==> config.mk <==
export PLATFORM = sky130hd
export DESIGN_NAME = fb_ddram_wr_arbiter
export DESIGN_NICKNAME = d
export VERILOG_FILES = /design/src/rtl/fb_ddram_wr_arbiter.sv
export SDC_FILE = /design/constraint.sdc
export NUM_CORES = 1
export LEC_CHECK = 0
export ABC_AREA = 1
export CAP_MARGIN = 20
export CORE_ASPECT_RATIO = 1.75
export CORE_MARGIN = 8
export CORE_UTILIZATION = 50
export DETAILED_ROUTE_END_ITERATION = 8
export PLACE_DENSITY = 0.68
export SYNTH_ARGS = -nofsm -noshare
export SYNTH_HDL_FRONTEND = slang
export SYNTH_SLANG_ARGS = --single-unit
export TNS_END_PERCENT = 10
==> constraint.sdc <==
create_clock -name CLK_VIDEO -period 12.3 [get_ports CLK_VIDEO]
set_input_delay 1.845 -clock CLK_VIDEO [delete_from_list [all_inputs] [get_ports CLK_VIDEO]]
set_output_delay 1.845 -clock CLK_VIDEO [all_outputs]
set_load 0.05 [all_outputs]
==> src/rtl/fb_ddram_wr_arbiter.sv <==
`default_nettype none
// ============================================================================
// Module   : fb_ddram_wr_arbiter
// Desc     : Pixel write FIFO plus framebuffer clear engine, arbitrated onto a
//            single 64-bit DDRAM write port. Define FB_ARB_COALESCE_EN to merge
//            two half-word pixels of the same 64-bit word into one beat.
// Revision : 1.0
// ============================================================================
module fb_ddram_wr_arbiter #(
  parameter logic [6:0] MEM_BASE   = 7'b0000011,
  parameter int         FIFO_AW    = 4,
  parameter logic [7:0] STARVE_MAX = 8'd64
) (
  input  logic        CLK_VIDEO,
  input  logic        RESET_N,
  input  logic        wr_req,
  input  logic [1:0]  wr_fb,
  input  logic [22:0] wr_addr,
  input  logic [31:0] wr_data,
  output logic        wr_full,
  output logic        wr_ovf,
  input  logic        clr_start,
  input  logic [1:0]  clr_fb,
  input  logic [22:0] clr_size,
  output logic        clr_busy,
  output logic        clr_done,
  input  logic        DDRAM_BUSY,
  output logic [28:0] DDRAM_ADDR,
  output logic [63:0] DDRAM_DIN,
  output logic [7:0]  DDRAM_BE,
  output logic        DDRAM_WE,
  output logic [7:0]  DDRAM_BURSTCNT,
  output logic        DDRAM_RD
);

  localparam int               ENTRY_W = 55;  // {fb, addr[22:2], data}
  localparam int               DEPTH   = 1 << FIFO_AW;
  localparam logic [FIFO_AW:0] PTR_ONE = (FIFO_AW+1)'(1);
  localparam logic [FIFO_AW:0] PTR_TWO = (FIFO_AW+1)'(2);

  typedef enum logic [0:0] {S_IDLE = 1'b0, S_HOLD = 1'b1} state_t;

  logic [ENTRY_W-1:0] fifo_mem [DEPTH];

  state_t           state_q, state_d;
  logic [FIFO_AW:0] wptr_q, wptr_d, rptr_q, rptr_d;
  logic             ovf_q, ovf_d;
  logic [28:0]      addr_q, addr_d;
  logic [63:0]      din_q, din_d;
  logic [7:0]       be_q, be_d;
  logic             we_q, we_d;
  logic             last_clr_q, last_clr_d;
  logic             clr_busy_q, clr_busy_d, clr_done_q, clr_done_d;
  logic [1:0]       clr_fb_q, clr_fb_d;
  logic [20:0]      clr_ptr_q, clr_ptr_d, clr_words_q, clr_words_d;
  logic [7:0]       starve_q, starve_d;

  logic [FIFO_AW:0] fifo_cnt;
  logic             fifo_empty, push, pair, can_load, accepted, clr_pending, pick_clr;
  logic [1:0]       head_fb;
  logic [20:0]      head_addr;
  logic [31:0]      head_data;
  logic [63:0]      pair_din;
  logic [20:0]      clr_words_new, clr_ptr_inc;
  logic             unused_addr_lsb;

  assign fifo_cnt        = wptr_q - rptr_q;
  assign wr_full         = fifo_cnt[FIFO_AW];
  assign fifo_empty      = (fifo_cnt == '0);
  assign push            = wr_req && !wr_full;
  assign unused_addr_lsb = ^wr_addr[1:0];
  assign {head_fb, head_addr, head_data} = fifo_mem[rptr_q[FIFO_AW-1:0]];

`ifdef FB_ARB_COALESCE_EN
  logic [FIFO_AW-1:0] nxt_idx;
  logic [1:0]         nxt_fb;
  logic [20:0]        nxt_addr;
  logic [31:0]        nxt_data;
  assign nxt_idx = rptr_q[FIFO_AW-1:0] + FIFO_AW'(1);
  assign {nxt_fb, nxt_addr, nxt_data} = fifo_mem[nxt_idx];
  // head_addr[0] is byte-address bit 2, i.e. which 32-bit half of the word
  assign pair = (fifo_cnt > PTR_ONE) && (nxt_fb == head_fb) &&
                (nxt_addr[20:1] == head_addr[20:1]) && (nxt_addr[0] != head_addr[0]);
  assign pair_din = head_addr[0] ? {head_data, nxt_data} : {nxt_data, head_data};
`else
  assign pair     = 1'b0;
  assign pair_din = {head_data, head_data};
`endif

  // Word count rounded up without ever overflowing: floor(size/8) + (size%8 != 0)
  assign clr_words_new = {1'b0, clr_size[22:3]} + {20'd0, |clr_size[2:0]};
  assign clr_ptr_inc   = clr_ptr_q + 21'd1;
  assign can_load      = (state_q == S_IDLE) || !DDRAM_BUSY;
  assign accepted      = (state_q == S_HOLD) && !DDRAM_BUSY;
  assign clr_pending   = clr_busy_q && (clr_ptr_q != clr_words_q);
  assign pick_clr      = clr_pending && (fifo_empty || (starve_q >= STARVE_MAX));

  always_comb begin
    state_d     = state_q;
    wptr_d      = wptr_q;
    rptr_d      = rptr_q;
    ovf_d       = ovf_q;
    addr_d      = addr_q;
    din_d       = din_q;
    be_d        = be_q;
    we_d        = we_q;
    last_clr_d  = last_clr_q;
    clr_busy_d  = clr_busy_q;
    clr_done_d  = 1'b0;
    clr_fb_d    = clr_fb_q;
    clr_ptr_d   = clr_ptr_q;
    clr_words_d = clr_words_q;
    starve_d    = starve_q;

    if (wr_req) begin
      if (wr_full) ovf_d = 1'b1;
      else         wptr_d = wptr_q + PTR_ONE;
    end

    if (accepted && last_clr_q) begin
      clr_busy_d = 1'b0;
      clr_done_d = 1'b1;
    end

    if (can_load) begin
      if (pick_clr) begin
        addr_d     = {MEM_BASE, clr_fb_q, clr_ptr_q[19:0]};
        din_d      = 64'd0;
        be_d       = 8'hFF;
        we_d       = 1'b1;
        state_d    = S_HOLD;
        clr_ptr_d  = clr_ptr_inc;
        last_clr_d = (clr_ptr_inc == clr_words_q);
      end else if (!fifo_empty) begin
        addr_d     = {MEM_BASE, head_fb, head_addr[20:1]};
        we_d       = 1'b1;
        state_d    = S_HOLD;
        last_clr_d = 1'b0;
        if (pair) begin
          din_d  = pair_din;
          be_d   = 8'hFF;
          rptr_d = rptr_q + PTR_TWO;
        end else begin
          din_d  = {head_data, head_data};
          be_d   = head_addr[0] ? 8'hF0 : 8'h0F;
          rptr_d = rptr_q + PTR_ONE;
        end
      end else begin
        we_d       = 1'b0;
        state_d    = S_IDLE;
        last_clr_d = 1'b0;
      end
    end

    if (clr_pending) begin
      if (can_load && pick_clr)       starve_d = 8'd0;
      else if (starve_q < STARVE_MAX) starve_d = starve_q + 8'd1;
    end else begin
      starve_d = 8'd0;
    end

    if (clr_start && !clr_busy_q) begin
      clr_fb_d    = clr_fb;
      clr_words_d = clr_words_new;
      clr_ptr_d   = 21'd0;
      if (clr_words_new == 21'd0) clr_done_d = 1'b1;
      else                        clr_busy_d = 1'b1;
    end
  end

  always_ff @(posedge CLK_VIDEO or negedge RESET_N) begin
    if (!RESET_N) begin
      state_q     <= S_IDLE;
      wptr_q      <= '0;
      rptr_q      <= '0;
      ovf_q       <= 1'b0;
      addr_q      <= '0;
      din_q       <= '0;
      be_q        <= '0;
      we_q        <= 1'b0;
      last_clr_q  <= 1'b0;
      clr_busy_q  <= 1'b0;
      clr_done_q  <= 1'b0;
      clr_fb_q    <= '0;
      clr_ptr_q   <= '0;
      clr_words_q <= '0;
      starve_q    <= '0;
    end else begin
      state_q     <= state_d;
      wptr_q      <= wptr_d;
      rptr_q      <= rptr_d;
      ovf_q       <= ovf_d;
      addr_q      <= addr_d;
      din_q       <= din_d;
      be_q        <= be_d;
      we_q        <= we_d;
      last_clr_q  <= last_clr_d;
      clr_busy_q  <= clr_busy_d;
      clr_done_q  <= clr_done_d;
      clr_fb_q    <= clr_fb_d;
      clr_ptr_q   <= clr_ptr_d;
      clr_words_q <= clr_words_d;
      starve_q    <= starve_d;
    end
  end

  always_ff @(posedge CLK_VIDEO) begin
    if (push) fifo_mem[wptr_q[FIFO_AW-1:0]] <= {wr_fb, wr_addr[22:2], wr_data};
  end

  assign wr_ovf         = ovf_q;
  assign clr_busy       = clr_busy_q;
  assign clr_done       = clr_done_q;
  assign DDRAM_ADDR     = addr_q;
  assign DDRAM_DIN      = din_q;
  assign DDRAM_BE       = be_q;
  assign DDRAM_WE       = we_q;
  assign DDRAM_BURSTCNT = 8'd1;
  assign DDRAM_RD       = 1'b0;

endmodule
`default_nettype wire
; ---- Yosys cells after proc, flatten, opt, wreduce, memory -nomap -nowiden
; Memory sizes are Yosys's and may differ from the RTL's.
; Index checks and enable logic that the tools add are counted.
[word_totals]
register_bits = 168
mem_bits_rw = 880
in_bits = 87
out_inout_bits = 115
word_cells = 77
mem_count = 1
[mem_list]
columns = name, depth, width, read_ports, rd_ports_with_merged_regs, wr, line
row1 = fifo_mem, 16, 55, 1, 0, 1, 43  ; logic [ENTRY_W-1:0] fifo_mem [DEPTH];
[classes]
add_sub_neg = 6
order_cmp = 2
n_eq_ne = 4
muxes = 24
n_bitwise = 4
n_reduce_logical = 22
[ops]
columns = operator, count
row1 = $mux 64, 2
row2 = $mux 21, 3
row3 = $mux 29, 2
row4 = $mux 8, 6
row5 = $add 20x1->21, 1
row6 = $add 21x1->21 const B, 1
row7 = $eq 21x21->1, 1
row8 = $logic_not 21->1, 1
row9 = $ne 21x21->1, 1
row10 = $mux 1, 11
row11 = $add 5x1->5 const B, 2
row12 = $add 8x1->8 const B, 1
row13 = $ge 8x7->1 const B, 1
row14 = $lt 8x7->1 const B, 1
row15 = $reduce_and 2->1, 4
row16 = $logic_and 1x1->1, 7
row17 = $logic_not 5->1, 1
row18 = $sub 5x5->5, 1
row19 = $not 1->1, 4
row20 = $reduce_bool 2->1, 2
row21 = $logic_not 1->1, 3
row22 = $ne 3x1->1 const B, 1
row23 = $reduce_and 3->1, 1
row24 = $reduce_or 3->1, 1
row25 = 2 further kinds, 3

; ---- Longest topological paths before layout
[depth]
word_depth = 7
ltp_mapped = 18

; ---- Worst setup path before layout
; No wires, ideal clock.
[synth_path]
path_type = input port to flip-flop
from = in wr_req
to = mem fifo_mem[15][0], enable pin
arrival_time_ps = 4556
setup_slack_ps = 7273
cell_stages = 4
n_path_buf = 0
path_cell_list = nand2_1 -> inv_1 -> nand2_1 -> nor2_1
[synth_between]
elab_chain_len = 3
[synth_rtl]
columns = element, line
row1 = "start, declared", 16  ; input logic wr_req,
row2 = $logic_and 1x1->1, 70  ; assign push = wr_req && !wr_full;
row3 = $mux 1, 208  ; if (push) fifo_mem[wptr_q[FIFO_AW-1:0]] <= {wr_fb, wr_addr[22:2], wr_data};
row4 = $mux 1 (not written as such), 208
row5 = "end, declared", 43
; Every way passes these cells.

; ---- Final worst setup path
[layout_path]
from = reg rptr_q[3]
to = out wr_full
[layout_between]
elab_chain_len = 1
[layout_rtl]
columns = element, line
row1 = "start, declared", 46  ; logic [FIFO_AW:0] wptr_q, wptr_d, rptr_q, rptr_d;
row2 = "start signal, assigned", 191  ; rptr_q <= rptr_d;
row3 = $sub 5x5->5, 67  ; assign fifo_cnt = wptr_q - rptr_q;
row4 = "end, declared", 20  ; output logic wr_full,
; Every way passes these cells.

==> reports/summary.json <==
{
  "hold_violations": 0,
  "grt_usage_pct": 22.3,
  "outcome": "completed",
  "max_clk_rate_mhz": 167,
  "post-route-util_pct": 57.1,
  "timing.max_cap.violations": 0,
  "post_cts_resize_count": 0,
  "grt_antenna_before_repair": 8,
  "sink_count_of_the_clock_tree": 1004,
  "class_of_the_tightest_hold_or_removal_check": "reg2reg",
  "worst_max_slew_pin_slew_ps": 1110,
  "layout_worst_path_cycle_share_pct": 48.6,
  "viasPerCell": 5.74,
  "num_io_pins": 202,
  "core_area_um2": 83000,
  "async_reset_ff_share_pct": 12.4,
  "critical_path.max_stage_delay_ps": 920,
  "cts.root.buffer_cell": "sky130_fd_sc_hd__clkbuf_16",
  "worst_clock_skew_ps": 24.8,
  "cts_tree": "built",
  "clock_insertion_delay_worst_skew_ps": 650,
  "power.total_mw": 11.7,
  "globalplace.congestion": 0.908,
  "grt_start_max_net_pins": 197,
  "final_cell_area_um2": 47400,
  "cpMostUsedCell": "sky130_fd_sc_hd__nand2_1",
  "synth_warnings": 0,
  "cp_data_required_time_ps": 10450,
  "drtIter0Drc": 2263,
  "layoutNonFillerInstCount": 4831,
  "via_count_of_the_routed_design": 27742,
  "finalWorstPathRequiredPeriod_ps": 5970,
  "setup.reg_to_reg.worst_slack_ps": 7260,
  "drtPass1Iterations": 6,
  "synth_cell_type_count": 42,
  "setup_violations": 0,
  "critical_path_buf_inv_count": 3,
  "syn_avg_cell_area_um2": 11.6,
  "cts.htree.levels": 3,
  "dpl.cell_count": 4658,
  "clkTransAtPathRegs_ps": 60,
  "data_arrival_time_of_the_critical_path_ps": 4130,
  "cpLargestDelayFamily": "buffers and inverters",
  "start_util_pct": 50.4,
  "number_of_enable_flip_flop_cells_after_synthesis": 880,
  "ys_seq_elements": 1004,
  "crit_path_top_delay_cell": "sky130_fd_sc_hd__dfrtp_1",
  "wl_per_cell_um": 21.7,
  "fraction_of_final_layout_cells_with_drive_strength_greater_than_1_pct": 6.56,
  "p_per_area_nw_per_um2": 246,
  "number_of_global_route_vias_before_repair": 27492,
  "timing.critical_path.from_type": "flip-flop",
  "place.port_buffers": 185,
  "std_cell_rows": 140,
  "leakage_nw": 16.9,
  "design.final.nets": 3789,
  "grt_pass1_wl_um": 160000,
  "place_ws_ps": 7010,
  "floorplan.die.width_um": 235,
  "final.setup.worst_slack_ps": 6330,
  "total_overflow_reported_by_the_global_router": 0,
  "totalWireLength_um": 105000,
  "cts_setup_buffers": 0,
  "unrepaired_setup_endpoints_after_global_routing": "false",
  "timing.max_slew.rel_slack_pct": 25.7,
  "max-clock-path-buffers": 3,
  "drcViolationCount": 0,
  "ant_nets": 0,
  "cts.hold.buffers_added": 0,
  "synth.cell_area_um2": 41800,
  "hold_ws_ps": 468,
  "irDropWorstVdd_uv": 232,
  "critical_path_class": "reg2out",
  "synth_flop_cell": "sky130_fd_sc_hd__edfxtp_1",
  "critical_path.endpoint_type": "output port",
  "layout_overhead_on_the_synthesized_area_pct": 13.4,
  "synth-seq-area-share_pct": 70.6,
  "path_max_fanout": 27,
  "detailed_place_hpwl_um": 58800,
  "die_height_um": 399,
  "floorplan.die_area_um2": 93500,
  "cts_inserted_buffers": 89,
  "postPlaceCellArea_um2": 44200,
  "setup_total_negative_slack_ps": 0,
  "netlist_instances": 3616,
  "crit_path_cell_trace": "inv_2 -> ha_1 -> a21oi_1 -> nand2_1 -> nand2_1 -> nand2_1 -> inv_1 -> clkdlybuf4s50_1",
  "slew_violations": 0
}
==> cell families (layout without fill, tap and decap cells) <==
family,Yosys count,count (layout),synth area share [%]
fa+ha+maj,14,14,0.437
compound gates,634,634,8.92
flops,1004,1004,70.6
xor+xnor,46,46,0.964
other cells,2,17,0.0180
buf+inv,356,491,3.97
simple gates,1560,1560,15.1
==> area by class of cell <==
cell class              instances  area, um2
fillers                      6758      35600
flip-flops and latches       1004      29500
multi-input cells            2268      10800
clock buffers                 128       2500
repair buffers                229       2260
well taps                    1065       1330
clock inverters                38        603
inverters                      96        377
diodes                          3       7.51
==> power by group <==
part / switching (mW) / leakage [nW] / internal [mW]
registers: 0.319 / 9.46 / 4.12
clock network: 1.22 / 1.49 / 1.74
logic: 3.00 / 5.93 / 1.27
total: 4.54 / 16.9 / 7.12
==> flip-flops by register name, indices dropped and copies added (netlist names), 2 cells and up <==
register,count
DDRAM_DIN,32
clr_ptr_q,21
rptr_q,5
fifo_mem,880
DDRAM_ADDR,23
DDRAM_BE,2
clr_fb_q,2
clr_words_q,21
wptr_q,5
starve_q,8
==> layer usage <==
layer | up-vias | routed length, um | track usage [%]
met2 | 1002 | 54800 | 39.9
li1 | 12825 | - | -
met5 | - | 49 | 0
met4 | 8 | 4190 | 9.92
met3 | 233 | 6310 | 3.32
met1 | 13674 | 39600 | 26.3
==> worst reg2reg max path: stages (launching register included) <==
cell and delay (ps):
sky130_fd_sc_hd__dfrtp_1 920, sky130_fd_sc_hd__inv_2 570, sky130_fd_sc_hd__ha_1 500, sky130_fd_sc_hd__a21oi_1 190, sky130_fd_sc_hd__nand3_1 130, sky130_fd_sc_hd__nand2_1 130
sky130_fd_sc_hd__nand2_1 110, sky130_fd_sc_hd__inv_1 180, sky130_fd_sc_hd__nand2_1 280, sky130_fd_sc_hd__nor2_4 910, sky130_fd_sc_hd__buf_4 690
==> cell usage in the layout (no fill, tap or decap), types with 22 or more instances in the layout <==
cell type                         netlist  routed
sky130_fd_sc_hd__o22ai_1               46      46
sky130_fd_sc_hd__buf_4                 56      40
sky130_fd_sc_hd__nand4_1               37      37
sky130_fd_sc_hd__dfrtp_1              124     121
sky130_fd_sc_hd__clkdlybuf4s50_1        0     184
sky130_fd_sc_hd__nor2_1               353     335
sky130_fd_sc_hd__o21ai_0              257     257
sky130_fd_sc_hd__a22oi_1               22      22
sky130_fd_sc_hd__edfxtp_1             880     880
sky130_fd_sc_hd__clkbuf_16              0      92
sky130_fd_sc_hd__a21oi_1              175     175
sky130_fd_sc_hd__nand2_1              954     953
sky130_fd_sc_hd__xor2_1                37      37
sky130_fd_sc_hd__clkbuf_1             138      30
sky130_fd_sc_hd__nand3_1              173     173
sky130_fd_sc_hd__inv_1                 76      74
sky130_fd_sc_hd__a32oi_1               32      32
sky130_fd_sc_hd__o211ai_1              46      46
sky130_fd_sc_hd__a32o_1                32      32
==> cells in the mapped netlist, types with 45 or more instances <==
| cell | count | area share (%) |
|---|---|---|
| sky130_fd_sc_hd__a21oi_1 | 175 | 2.1 |
| sky130_fd_sc_hd__buf_2 | 45 | 0.54 |
| sky130_fd_sc_hd__buf_4 | 56 | 1.0 |
| sky130_fd_sc_hd__clkbuf_1 | 138 | 1.2 |
| sky130_fd_sc_hd__dfrtp_1 | 124 | 7.4 |
| sky130_fd_sc_hd__edfxtp_1 | 880 | 63 |
| sky130_fd_sc_hd__inv_1 | 76 | 0.68 |
| sky130_fd_sc_hd__nand2_1 | 954 | 8.6 |
| sky130_fd_sc_hd__nand3_1 | 173 | 2.1 |
| sky130_fd_sc_hd__nor2_1 | 353 | 3.2 |
| sky130_fd_sc_hd__o211ai_1 | 46 | 0.83 |
| sky130_fd_sc_hd__o21ai_0 | 257 | 3.1 |
| sky130_fd_sc_hd__o22ai_1 | 46 | 0.69 |
==> worst paths after layout <==
kind | cells after the start | start | endpoint
worst max-delay path | 8 | rptr_q[3]$_DFFE_PN0P_ | wr_full
worst min-delay path | 2 | DDRAM_ADDR[18]$_DFFE_PN0P_ | DDRAM_ADDR[18]$_DFFE_PN0P_
worst max register to register | 10 | rptr_q[3]$_DFFE_PN0P_ | fifo_mem[8][1]$_DFFE_PP_
worst min register to register | 2 | DDRAM_ADDR[18]$_DFFE_PN0P_ | DDRAM_ADDR[18]$_DFFE_PN0P_
max in group asynchronous | 2 | RESET_N | DDRAM_ADDR[0]$_DFFE_PN0P_
min in group asynchronous | 1 | RESET_N | clr_ptr_q[19]$_DFFE_PN0P_
No activity file was read; power rests on OpenSTA's default activity.
